### src/rtl/countdown_timer_if.sv
// Control and display bundle for the four-digit BCD countdown timer.
interface countdown_timer_if;
    logic        start_stop_i;
    logic        load_i;
    logic [15:0] preset_i;
    logic        running_o;
    logic        done_o;
    logic [6:0]  hex0_o;
    logic [6:0]  hex1_o;
    logic [6:0]  hex2_o;
    logic [6:0]  hex3_o;

    modport master (
        output start_stop_i, load_i, preset_i,
        input  running_o, done_o, hex0_o, hex1_o, hex2_o, hex3_o
    );

    modport slave (
        input  start_stop_i, load_i, preset_i,
        output running_o, done_o, hex0_o, hex1_o, hex2_o, hex3_o
    );
endinterface

### src/rtl/countdown_timer.sv
// Four-digit BCD countdown timer (SS.hh): loads a preset, counts down once per prescaler tick,
// pauses/resumes on start_stop, stops at 00.00 with a one-cycle done pulse.
module countdown_timer #(
    parameter int unsigned TICK_DIV = 10
) (
    input logic              clk100_i,
    input logic              rst_i,
    countdown_timer_if.slave bus
);
    localparam int unsigned   PW        = $clog2(TICK_DIV);
    localparam logic [PW-1:0] PrescLast = PW'(TICK_DIV - 1);

    typedef enum logic [1:0] {StIdle, StRun, StPause, StDone} state_e;

    state_e        state_q, state_d;
    logic [15:0]   count_q, count_d;
    logic [PW-1:0] presc_q, presc_d;
    logic          running_q, running_d;
    logic          done_q, done_d;
    logic [15:0]   preset_clean;
    logic [15:0]   count_dec;
    logic          tick;
    logic          last_tick;

    function automatic logic [15:0] sanitise(input logic [15:0] v);
        logic [15:0] r;
        for (int i = 0; i < 4; i++) begin
            r[4*i +: 4] = (v[4*i +: 4] > 4'd9) ? 4'd9 : v[4*i +: 4];
        end
        return r;
    endfunction

    // Ripple-borrow BCD decrement; a zero digit wraps to 9 and passes the borrow upward.
    function automatic logic [15:0] bcd_dec(input logic [15:0] v);
        logic [15:0] r;
        logic        borrow;
        r      = v;
        borrow = 1'b1;
        for (int i = 0; i < 4; i++) begin
            if (borrow) begin
                if (v[4*i +: 4] == 4'd0) begin
                    r[4*i +: 4] = 4'd9;
                end else begin
                    r[4*i +: 4] = v[4*i +: 4] - 4'd1;
                    borrow      = 1'b0;
                end
            end
        end
        return r;
    endfunction

    function automatic logic [6:0] seg7(input logic [3:0] d);
        logic [6:0] s;
        case (d)
            4'd0:    s = 7'b1000000;
            4'd1:    s = 7'b1111001;
            4'd2:    s = 7'b0100100;
            4'd3:    s = 7'b0110000;
            4'd4:    s = 7'b0011001;
            4'd5:    s = 7'b0010010;
            4'd6:    s = 7'b0000010;
            4'd7:    s = 7'b1111000;
            4'd8:    s = 7'b0000000;
            4'd9:    s = 7'b0010000;
            default: s = 7'b1111111;
        endcase
        return s;
    endfunction

    assign preset_clean = sanitise(bus.preset_i);
    assign count_dec    = bcd_dec(count_q);
    assign tick         = (state_q == StRun) && !bus.start_stop_i && (presc_q == PrescLast);
    assign last_tick    = tick && (count_q == 16'h0001);

    always_ff @(posedge clk100_i or posedge rst_i) begin
        if (rst_i) begin
            state_q <= StIdle;
        end else begin
            state_q <= state_d;
        end
    end

    always_comb begin
        state_d = state_q;
        unique case (state_q)
            StIdle: begin
                if (!bus.load_i && bus.start_stop_i && (count_q != 16'h0000)) begin
                    state_d = StRun;
                end
            end
            StRun: begin
                if (bus.start_stop_i) begin
                    state_d = StPause;
                end else if (last_tick) begin
                    state_d = StDone;
                end
            end
            StPause: begin
                if (bus.load_i) begin
                    state_d = StIdle;
                end else if (bus.start_stop_i) begin
                    state_d = StRun;
                end
            end
            StDone: begin
                if (bus.load_i) begin
                    state_d = StIdle;
                end
            end
            default: state_d = StIdle;
        endcase
    end

    always_comb begin
        count_d   = count_q;
        presc_d   = presc_q;
        running_d = (state_d == StRun);
        done_d    = last_tick;
        unique case (state_q)
            StIdle: begin
                if (bus.load_i) begin
                    count_d = preset_clean;
                end else if (state_d == StRun) begin
                    presc_d = '0;
                end
            end
            StRun: begin
                if (tick) begin
                    presc_d = '0;
                    if (count_q != 16'h0000) begin
                        count_d = count_dec;
                    end
                end else if (!bus.start_stop_i) begin
                    presc_d = presc_q + 1'b1;
                end
            end
            StPause, StDone: begin
                if (bus.load_i) begin
                    count_d = preset_clean;
                end
            end
            default: ;
        endcase
    end

    always_ff @(posedge clk100_i or posedge rst_i) begin
        if (rst_i) begin
            count_q   <= 16'h0000;
            presc_q   <= '0;
            running_q <= 1'b0;
            done_q    <= 1'b0;
        end else begin
            count_q   <= count_d;
            presc_q   <= presc_d;
            running_q <= running_d;
            done_q    <= done_d;
        end
    end

    assign bus.running_o = running_q;
    assign bus.done_o    = done_q;
    assign bus.hex0_o    = seg7(count_q[3:0]);
    assign bus.hex1_o    = seg7(count_q[7:4]);
    assign bus.hex2_o    = seg7(count_q[11:8]);
    assign bus.hex3_o    = seg7(count_q[15:12]);
endmodule

### src/flat_wrapper.sv
// flat-port wrapper written by rule: the top's interface ports become plain ports
module countdown_timer_flat 
#(
    parameter int unsigned TICK_DIV = 10
)
  (clk100_i, rst_i, bus_start_stop_i, bus_load_i, bus_preset_i, bus_running_o, bus_done_o, bus_hex0_o, bus_hex1_o, bus_hex2_o, bus_hex3_o);
  countdown_timer_if bus_i ();
  input logic clk100_i;
  input logic rst_i;
  input wire logic [$bits(bus_i.start_stop_i)-1:0] bus_start_stop_i;
  input wire logic [$bits(bus_i.load_i)-1:0] bus_load_i;
  input wire logic [$bits(bus_i.preset_i)-1:0] bus_preset_i;
  output wire logic [$bits(bus_i.running_o)-1:0] bus_running_o;
  output wire logic [$bits(bus_i.done_o)-1:0] bus_done_o;
  output wire logic [$bits(bus_i.hex0_o)-1:0] bus_hex0_o;
  output wire logic [$bits(bus_i.hex1_o)-1:0] bus_hex1_o;
  output wire logic [$bits(bus_i.hex2_o)-1:0] bus_hex2_o;
  output wire logic [$bits(bus_i.hex3_o)-1:0] bus_hex3_o;
  assign bus_i.start_stop_i = bus_start_stop_i;
  assign bus_i.load_i = bus_load_i;
  assign bus_i.preset_i = bus_preset_i;
  assign bus_running_o = bus_i.running_o;
  assign bus_done_o = bus_i.done_o;
  assign bus_hex0_o = bus_i.hex0_o;
  assign bus_hex1_o = bus_i.hex1_o;
  assign bus_hex2_o = bus_i.hex2_o;
  assign bus_hex3_o = bus_i.hex3_o;
  countdown_timer #(.TICK_DIV(TICK_DIV)) u_core (.clk100_i(clk100_i), .rst_i(rst_i), .bus(bus_i));
endmodule
### config.mk
export PLATFORM = sky130hd
export DESIGN_NAME = countdown_timer_flat
export DESIGN_NICKNAME = d
export VERILOG_FILES = /design/src/rtl/countdown_timer_if.sv /design/src/rtl/countdown_timer.sv /design/src/flat_wrapper.sv
export SDC_FILE = /design/constraint.sdc
export NUM_CORES = 1
export LEC_CHECK = 0
export CAP_MARGIN = 5
export CORE_MARGIN = 2
export CORE_UTILIZATION = 40
export CTS_CLUSTER_DIAMETER = 80
export DETAILED_ROUTE_END_ITERATION = 10
export PLACE_DENSITY = 0.77
export SLEW_MARGIN = 20
export SYNTH_ARGS = -nofsm -noshare
export SYNTH_HDL_FRONTEND = slang
export SYNTH_SLANG_ARGS = --single-unit
export TNS_END_PERCENT = 1
### constraint.sdc
create_clock -name clk100_i -period 6.3 [get_ports clk100_i]
set_input_delay 1.26 -clock clk100_i [delete_from_list [all_inputs] [get_ports clk100_i]]
set_output_delay 1.26 -clock clk100_i [all_outputs]
set_load 0.02 [all_outputs]
==> results of run 1 <==
[area by class of cell]
class	instances	area share [%]
clock buffer	3	1.49
clock inverter	1	1.08
inverter	22	2.97
multi-input combinational	223	51.8
sequential	24	21.6
tap	70	3.15
timing repair buffer	50	17.9
[layout by cell type (no fill, tap or decap), types with 2 or more instances in the layout]
cell type        instances
inv_1                   21
and4_1                   2
dfrtp_1                 24
a22oi_1                  4
ha_1                    22
xor2_1                   3
clkbuf_8                 3
o21ai_0                 24
or2_2                    4
o211ai_1                 3
o32ai_1                  2
a22o_1                   2
nand2_1                 30
nor2b_1                  2
o31ai_1                  3
or3b_1                   2
nand2b_1                 4
nor2_1                  35
nand3_1                  3
mux2i_1                  7
o21ai_1                  2
a21oi_1                 27
clkdlybuf4s50_1         49
a31o_2                   2
and2_1                   4
a31oi_1                  9
nor3_1                   5
[per-layer routing]
layer	vias to the layer above	track usage, %	wire, um
met1	1029	24.1	2530
li1	1077	-	-
met3	5	2.21	178
met5	-	0	0
met2	46	30.5	2600
met4	0	3.57	27
[final timing paths]
kind                                   startpoint            endpoint  slack, ps  cells past startpoint
max in group asynchronous                   rst_i   u_core.state_q[1]       4230                      2
min in group asynchronous                   rst_i  u_core.count_q[14]       1500                      2
worst min-delay path            u_core.presc_q[2]   u_core.presc_q[2]        520                      1
worst min register to register  u_core.presc_q[2]   u_core.presc_q[2]        520                      1
worst max-delay path            u_core.count_q[1]       bus_hex0_o[3]       2810                      6
worst max register to register  u_core.count_q[4]  u_core.count_q[15]       3590                      7
[critical path, stage by stage, from the launching register on]
cell and delay, ps:
dfrtp_1 480, inv_1 150, ha_1 230, or2_2 300, a21oi_1 190, a31oi_1 60, clkdlybuf4s50_1 550
[flip-flops by register name (all words and copies together), names as in the netlist]
register	cells
u_core.bus.done_o	1
u_core.bus.running_o	1
u_core.count_q	16
u_core.presc_q	4
u_core.state_q	2
[per-stage QoR]
stage / power (mW) / hold WS (ps) / instance area, um^2 / std cells / worst slack [ps]
CTS: 1.61 / 519 / 2780 / 393 / 2830
finish: 1.61 / 516 / 2780 / 393 / 2810
floorplan: 1.03 / 468 / 2170 / 280 / 3620
global route: 1.75 / 541 / 2780 / 393 / 2670
detailed placement: 1.47 / 506 / 2710 / 389 / 2870
global placement: 1.45 / 497 / 2710 / 389 / 2910
[logic make-up after synthesis]
kind of cell,share of synthesized area [%]
adder cells (fa/ha/maj),12.7
flip-flops,27.7
AND/OR/NAND/NOR,23.4
XOR/XNOR,1.62
multiplexers,3.75
AO/OA/AOI/OAI,24.9
buffers and inverters,5.94
[power by group through the flow]
stage	Clock (mW)	Sequential, mW	Combinational, mW
after CTS	0.139	0.347	1.13
after global placement	0	0.346	1.11
after detailed placement	0	0.350	1.12
after floorplan	0	0.274	0.760
final	0.137	0.352	1.12
after global routing	0.147	0.366	1.24
==> impl_metrics.csv, run 1 <==
group,metric,value,unit
sta,final.min_clock_period,3490,ps
synthesis,syn_area_per_cell,7.74,um^2
global_route,grt_util_all_layers,17.8,%
global_route,grt_overflow,0,
power_and_ir_drop,p_leak,1.21,nW
detailed_routing,ant_nets,0,
placed_design,finalWeightedCongestion,0.855,
sta,fin_setup_tns,0,ps
sta,drv_slew,0,
detailed_routing,drtIter0Drc,164,
power_and_ir_drop,powerDensity,580,mW/mm^2
sta,finalClockSkew,9.71,ps
power_and_ir_drop,netSwitchingFraction,49.6,%
global_route,grt_max_degree,25,
clock_tree,post_cts_buffers,0,
critical_path,cp_data_required_time,5040,ps
clock_tree,cts_tree,"done",
final_layout,multiInputGateArea,0.00144,mm^2
final_layout,final_nets,366,
critical_path,cp_max_fo,6,
clock_tree,clock-sinks,24,
detailed_routing,via_per_inst,5.49,
power_and_ir_drop,pwr-share-seq,21.9,%
critical_path,crit_arrival,2230,ps
floorplanning,die_x,77.6,um
sta,post-route-period-util,55.3,%
worst_hold_path,worstHoldPathType,"reg2reg",
synthesis,yosys_warnings,0,
global_route,antenna_found_initial,0,
detailed_routing,drc,0,
global_route,grt_pass1_vias,2020,
global_route,grt_pass1_wl,9.11,mm
sta,fmax,0.287,GHz
status,outcome,"finished clean",
final_layout,synthToLayoutAreaGrowth,28.2,%
critical_path,start_kind,"flip-flop",
synthesis,syn_area,0.00217,mm^2
critical_path,endpoint_kind,"primary output",
synthesis,synthArstFlopShare,100,%
placed_design,numPortBuffers,49,
synthesis,synthCells,280,
power_and_ir_drop,ir_drop,0.330,mV
clock_tree,clock_path_buffers,2,
power_and_ir_drop,p_sw,0.799,mW
synthesis,yosysSeqAreaShare,27.7,%
floorplanning,start_util,41.9,%
floorplanning,dieArea,0.00603,mm^2
synthesis,synth_fp_nets,322,
synthesis,synth_top_cell_area_share,27.7,%
floorplanning,fp.dieH,77.6,um
sta,rsz0062_at_grt,"no",
final_layout,drive_gt1_share,6.19,%
detailed_routing,drt-wirelength-per-cell,13.6,um
clock_tree,cts-resized-gates,0,
synthesis,synth.most_common_cell,"nor2_1",
sta,setup_viol,0,
power_and_ir_drop,p_int,0.813,mW
clock_tree,cts.reportedPaths.clkPinSlew,90,ps
floorplanning,boundaryPins,50,
final_layout,ff_latch_area,601,um^2
run,maxCapViolCount,0,
sta,worst_pin_slew,921,ps
clock_tree,cts_hold_buf,0,
floorplanning,num_rows,26,
final_layout,n_antenna_cell,0,
placed_design,place_hpwl,3.94,mm
detailed_routing,first_pass_iters,4,
floorplanning,core-area,0.00517,mm^2
final_layout,postLayoutCoreUtil,53.7,%
clock_tree,root_buffer,"clkbuf_8",
detailed_routing,vias,2157,
clock_tree,numCtsBuffers,3,
clock_tree,clk_latency,270,ps
detailed_routing,routed_wl,5.33,mm
synthesis,yosysUniqueCellTypes,51,
synthesis,synth-edff-count,0,
clock_tree,cts_max_level,1,
power_and_ir_drop,pwr-share-clk,8.5,%
synthesis,yosys-top-cells-count,"nor2_1, nand2_1, a21oi_1, dfrtp_1, o21ai_0",
final_layout,n_fill_cell,475,
synthesis,synth_area_leader_cell,"dfrtp_1",
power_and_ir_drop,combPwrFrac,69.7,%
synthesis,synth_area_leaders,"dfrtp_1, ha_1, a21oi_1",
synthesis,synth_ff_type,"dfrtp_1",
synthesis,ys_ff_latch,24,
critical_path,path_class,"reg2out",
sta,slew_headroom,38.5,%
sta,hold_viol_final,0,
(Power assumes the default switching activity.)
==> run 2: changes to the inputs <==
PLACE_DENSITY = 0.8   (was 0.77)
clock period = 3.1 ns   (was 6.3 ns; I/O delays follow)
==> impl_metrics.csv, run 2 (same netlist as run 1, synthesis figures left out) <==
group,metric,value,unit
clock_tree,clock-sinks,24,
detailed_routing,drtIter0Drc,129,
power_and_ir_drop,ir_drop,0.715,mV
power_and_ir_drop,pwr-share-clk,8.4,%
final_layout,drive_gt1_share,6.48,%
detailed_routing,drc,0,
run,maxCapViolCount,0,
global_route,met1_usage,22.6,%
global_route,grt_util_all_layers,17.1,%
floorplanning,die_x,77.6,um
final_layout,layout_common_cells,"clkdlybuf4s50_1, nor2_1, nand2_1, a21oi_1",
final_layout,regMostFlops,"u_core.count_q",
sta,fin_setup_tns,0,ps
sta,slew_headroom,39.2,%
critical_path,rrSetupSlack,520,ps
placed_design,numPortBuffers,49,
critical_path,start_kind,"flip-flop",
global_route,antenna_found_initial,0,
global_route,use_met3,2.21,%
global_route,grt_max_degree,25,
clock_tree,cts_tree,"done",
sta,drv_slew,0,
critical_path,r2r_end,"u_core.count_q[15]",
final_layout,n_fill_cell,474,
floorplanning,boundaryPins,50,
sta,worst_pin_slew,911,ps
power_and_ir_drop,p_sw,1.60,mW
detailed_routing,vias,2140,
status,outcome,"finished clean",
critical_path,crit_arrival,2240,ps
floorplanning,core-area,0.00517,mm^2
floorplanning,fp.dieH,77.6,um
final_layout,postLayoutCellArea,0.00279,mm^2
clock_tree,numCtsBuffers,3,
global_route,use_met2,28.9,%
clock_tree,post_cts_buffers,0,
critical_path,endpoint_kind,"primary output",
clock_tree,cts_max_level,1,
clock_tree,root_buffer,"clkbuf_8",
clock_tree,cts_hold_buf,0,
critical_path,reg2reg_depth,7,
sta,setup_viol,0,
clock_tree,clock_path_buffers,2,
final_layout,final_nets,367,
power_and_ir_drop,netSwitchingFraction,49.1,%
sta,hold_viol_final,0,
critical_path,slowest_stage,"clkdlybuf4s50_1",
critical_path,worstPathCellList,"inv_1 -> ha_1 -> or2_2 -> a21oi_1 -> a31oi_1 -> clkdlybuf4s50_1",
worst_hold_path,worstHoldPathType,"reg2reg",
global_route,grt_busiest_layer,"met2",
placed_design,dpl_cell_area,0.00272,mm^2
power_and_ir_drop,power,3.26,mW
clock_tree,cts.reportedPaths.clkPinSlew,90,ps
placed_design,finalWeightedCongestion,0.853,
power_and_ir_drop,pwr-share-seq,21.6,%
floorplanning,start_util,41.9,%
final_layout,postLayoutCoreUtil,53.9,%
final_layout,largest_reg_flops,16,
sta,finalClockSkew,7.99,ps
power_and_ir_drop,p_leak,1.22,nW
power_and_ir_drop,p_int,1.66,mW
sta,rsz0062_at_grt,"no",
sta,final.min_clock_period,2860,ps
sta,post-route-period-util,92.2,%
critical_path,critPathTopFamily,"buffers and inverters",
critical_path,reg2reg_from,"u_core.count_q[13]",
floorplanning,dieArea,0.00603,mm^2
critical_path,path_class,"reg2out",
critical_path,cp_max_fo,6,
clock_tree,cts-resized-gates,0,
detailed_routing,first_pass_iters,6,
detailed_routing,drt-wirelength-per-cell,13.0,um
critical_path,crit_buf_inv,2,
sta,fmax,0.350,GHz
power_and_ir_drop,powerDensity,1170,mW/mm^2
global_route,grt_pass1_wl,8.67,mm
final_layout,n_antenna_cell,0,
global_route,grt_overflow,0,
final_layout,final_common_cell,"clkdlybuf4s50_1",
detailed_routing,via_per_inst,5.43,
placed_design,place_hpwl,3.95,mm
worst_hold_path,hold_depth,1,
floorplanning,num_rows,26,
final_layout,synthToLayoutAreaGrowth,28.5,%
power_and_ir_drop,combPwrFrac,69.9,%
final_layout,reg_top3,"u_core.count_q x16, u_core.presc_q x4, u_core.state_q x2",
worst_hold_path,hp-start,"u_core.presc_q[2]",
critical_path,cp_data_required_time,2480,ps
global_route,grt_pass1_vias,1958,
worst_hold_path,min_to,"u_core.presc_q[2]",
detailed_routing,ant_nets,0,
clock_tree,clk_latency,270,ps
detailed_routing,routed_wl,5.11,mm
critical_path,max_stage_delay,560,ps
-- run 2: worst max-delay path by stage --
stage / cells after the start / start / endpoint
floorplan: 7 / u_core.count_q[4] / u_core.count_q[15]
global placement: 6 / bus_start_stop_i / u_core.presc_q[3]
detailed placement: 6 / bus_start_stop_i / u_core.presc_q[3]
CTS: 5 / u_core.count_q[1] / bus_hex0_o[4]
global route: 6 / u_core.count_q[1] / bus_hex0_o[3]
finish: 6 / u_core.count_q[1] / bus_hex0_o[3]
-- run 2: layout make-up --
type | count | area (um^2) | share of cell area (%)
clock buffer | 3 | 41.3 | 1.48
clock inverter | 1 | 30.0 | 1.08
inverter | 22 | 82.6 | 2.96
multi-input combinational | 223 | 1440 | 51.6
sequential | 24 | 601 | 21.6
tap | 70 | 87.6 | 3.14
timing repair buffer | 51 | 505 | 18.1
-- run 2: layer usage --
metal	wire length [um]	part of all wire (%)
met5	0	0
met4	42	0.82
met3	199	3.9
met2	2520	49
met1	2340	46
-- run 2: power groups by stage --
stage          sequential [mW]  combinational (mW)  clock [mW]
2_1_floorplan            0.557                1.55           0
3_3_place_gp             0.703                2.25           0
3_5_place_dp             0.710                2.29           0
4_1_cts                  0.702                2.30       0.282
5_1_grt                  0.737                2.51       0.291
6_report                 0.707                2.28       0.274
-- run 2: per-stage QoR --
| stage | hold slack, ps | std cells | setup slack (ps) |
|---|---|---|---|
| detailed placement | 500 | 390 | 381 |
| floorplan | 468 | 280 | 766 |
| global placement | 510 | 390 | 427 |
| CTS | 511 | 394 | 239 |
| global route | 541 | 394 | 114 |
| finish | 517 | 394 | 240 |
==> run 3: changes to the inputs <==
CORE_MARGIN = 4   (was 2)
CTS_CLUSTER_DIAMETER = 120   (was 80)
GPL_TIMING_DRIVEN = 0   (was default)
==> impl_metrics.csv, run 3 (same netlist as run 1, synthesis figures left out) <==
group,metric,value,unit
critical_path,endpoint_kind,"primary output",
global_route,grt_util_all_layers,16.5,%
final_layout,layout_common_cells,"clkdlybuf4s50_1, nor2_1, nand2_1, a21oi_1",
clock_tree,cts_max_level,1,
detailed_routing,vias,2189,
global_route,grt_pass1_wl,8.96,mm
power_and_ir_drop,powerDensity,1150,mW/mm^2
clock_tree,cts_hold_buf,0,
clock_tree,cts.reportedPaths.clkPinSlew,90,ps
sta,final.min_clock_period,2850,ps
critical_path,path_class,"reg2out",
power_and_ir_drop,pwr-share-seq,18.2,%
power_and_ir_drop,netSwitchingFraction,50.4,%
final_layout,finalNonFillerCells,402,
sta,finalClockSkew,7.49,ps
detailed_routing,drtIter0Drc,120,
clock_tree,clk_latency,270,ps
final_layout,reg_top3,"u_core.count_q x16, u_core.presc_q x4, u_core.state_q x2",
sta,rsz0062_at_grt,"no",
floorplanning,die_x,81.6,um
clock_tree,clock_path_buffers,2,
detailed_routing,via_per_inst,5.45,
detailed_routing,routed.top_layer,"met4",
power_and_ir_drop,p_sw,1.62,mW
detailed_routing,met2_length,2.67,mm
global_route,grt_pass1_vias,2070,
floorplanning,core-area,0.00517,mm^2
clock_tree,cts_tree,"done",
detailed_routing,drt-wirelength-per-cell,13.5,um
power_and_ir_drop,ir_drop,0.697,mV
detailed_routing,met3WireLength,261,um
run,maxCapViolCount,0,
sta,worst_pin_slew,966,ps
sta,setup_viol,0,
critical_path,crit_arrival,2230,ps
global_route,grt_max_degree,25,
detailed_routing,first_pass_iters,4,
sta,post-route-period-util,92.0,%
clock_tree,post_cts_buffers,0,
final_layout,regMostFlops,"u_core.count_q",
status,outcome,"finished clean",
placed_design,finalWeightedCongestion,0.893,
floorplanning,num_rows,26,
final_layout,final_common_cell,"clkdlybuf4s50_1",
critical_path,cp_max_fo,6,
final_layout,drive_gt1_share,6.63,%
critical_path,cp_data_required_time,2480,ps
detailed_routing,drc,0,
power_and_ir_drop,pwr-share-clk,5.8,%
floorplanning,fp.dieH,81.6,um
power_and_ir_drop,p_int,1.59,mW
clock_tree,clock-sinks,24,
global_route,grt_overflow,0,
power_and_ir_drop,p_leak,1.22,nW
critical_path,start_kind,"flip-flop",
worst_hold_path,worstHoldPathType,"reg2reg",
sta,drv_slew,0,
sta,fin_setup_tns,0,ps
power_and_ir_drop,combPwrFrac,76.0,%
clock_tree,cts-resized-gates,0,
floorplanning,dieArea,0.00666,mm^2
detailed_routing,wl_met1,2.48,mm
clock_tree,root_buffer,"clkbuf_8",
placed_design,numPortBuffers,49,
global_route,antenna_found_initial,0,
floorplanning,boundaryPins,50,
placed_design,place_inst,399,
final_layout,synthToLayoutAreaGrowth,28.6,%
detailed_routing,ant_nets,0,
sta,fmax,0.350,GHz
floorplanning,start_util,41.9,%
sta,hold_viol_final,0,
clock_tree,numCtsBuffers,3,
final_layout,n_antenna_cell,0,
sta,slew_headroom,35.5,%
detailed_routing,routed_wl,5.44,mm
final_layout,largest_reg_flops,16,
placed_design,place_hpwl,4.13,mm
final_layout,final_nets,376,
[run 3: layer usage]
metal,up-vias,global-route usage [%]
met1,1024,19.8
li1,1095,-
met2,66,31.2
met3,4,2.96
met5,-,0
met4,0,1.99
[run 3: per-stage QoR]
stage	utilization, %	setup slack [ps]	cell area [um^2]	hold slack [ps]	power (mW)
finish	53.9	247	2790	527	3.22
global route	53.9	164	2790	559	3.49
CTS	53.9	260	2790	528	3.22
detailed placement	53.1	195	2750	509	3.02
global placement	53.1	226	2750	500	2.98
floorplan	-	766	2170	468	2.10
[run 3: area by class of cell]
type / instances / area, um^2
Clock buffer: 3 / 41.3
Tap cell: 70 / 87.6
Buffer: 11 / 46.3
Timing Repair Buffer: 49 / 490
Fill cell: 490 / 2380
Inverter: 22 / 82.6
Multi-Input combinational cell: 223 / 1440
Sequential cell: 24 / 601
[run 3: power groups by stage]
stage	registers, mW	clock network, mW	logic [mW]
finish	0.584	0.188	2.44
CTS	0.581	0.195	2.45
global route	0.605	0.200	2.68
floorplan	0.557	0	1.55
detailed placement	0.589	0	2.43
global placement	0.580	0	2.40
[run 3: final timing paths]
kind	cells after the start	end	startpoint	slack [ps]
min in group asynchronous	2	u_core.count_q[9]	rst_i	880
worst max register to register	7	u_core.count_q[15]	u_core.count_q[1]	420
worst min register to register	2	u_core.presc_q[3]	u_core.presc_q[3]	530
worst max-delay path	6	bus_hex0_o[3]	u_core.count_q[1]	250
worst min-delay path	2	u_core.presc_q[3]	u_core.presc_q[3]	530
max in group asynchronous	2	u_core.count_q[5]	rst_i	1630
[run 3: critical path, cell delays in order, from the launching register on]
cell and delay (ps):
dfrtp_1 470, inv_1 140, ha_1 220, or2_2 290, a21oi_1 200, a31oi_1 70, clkdlybuf4s50_1 570
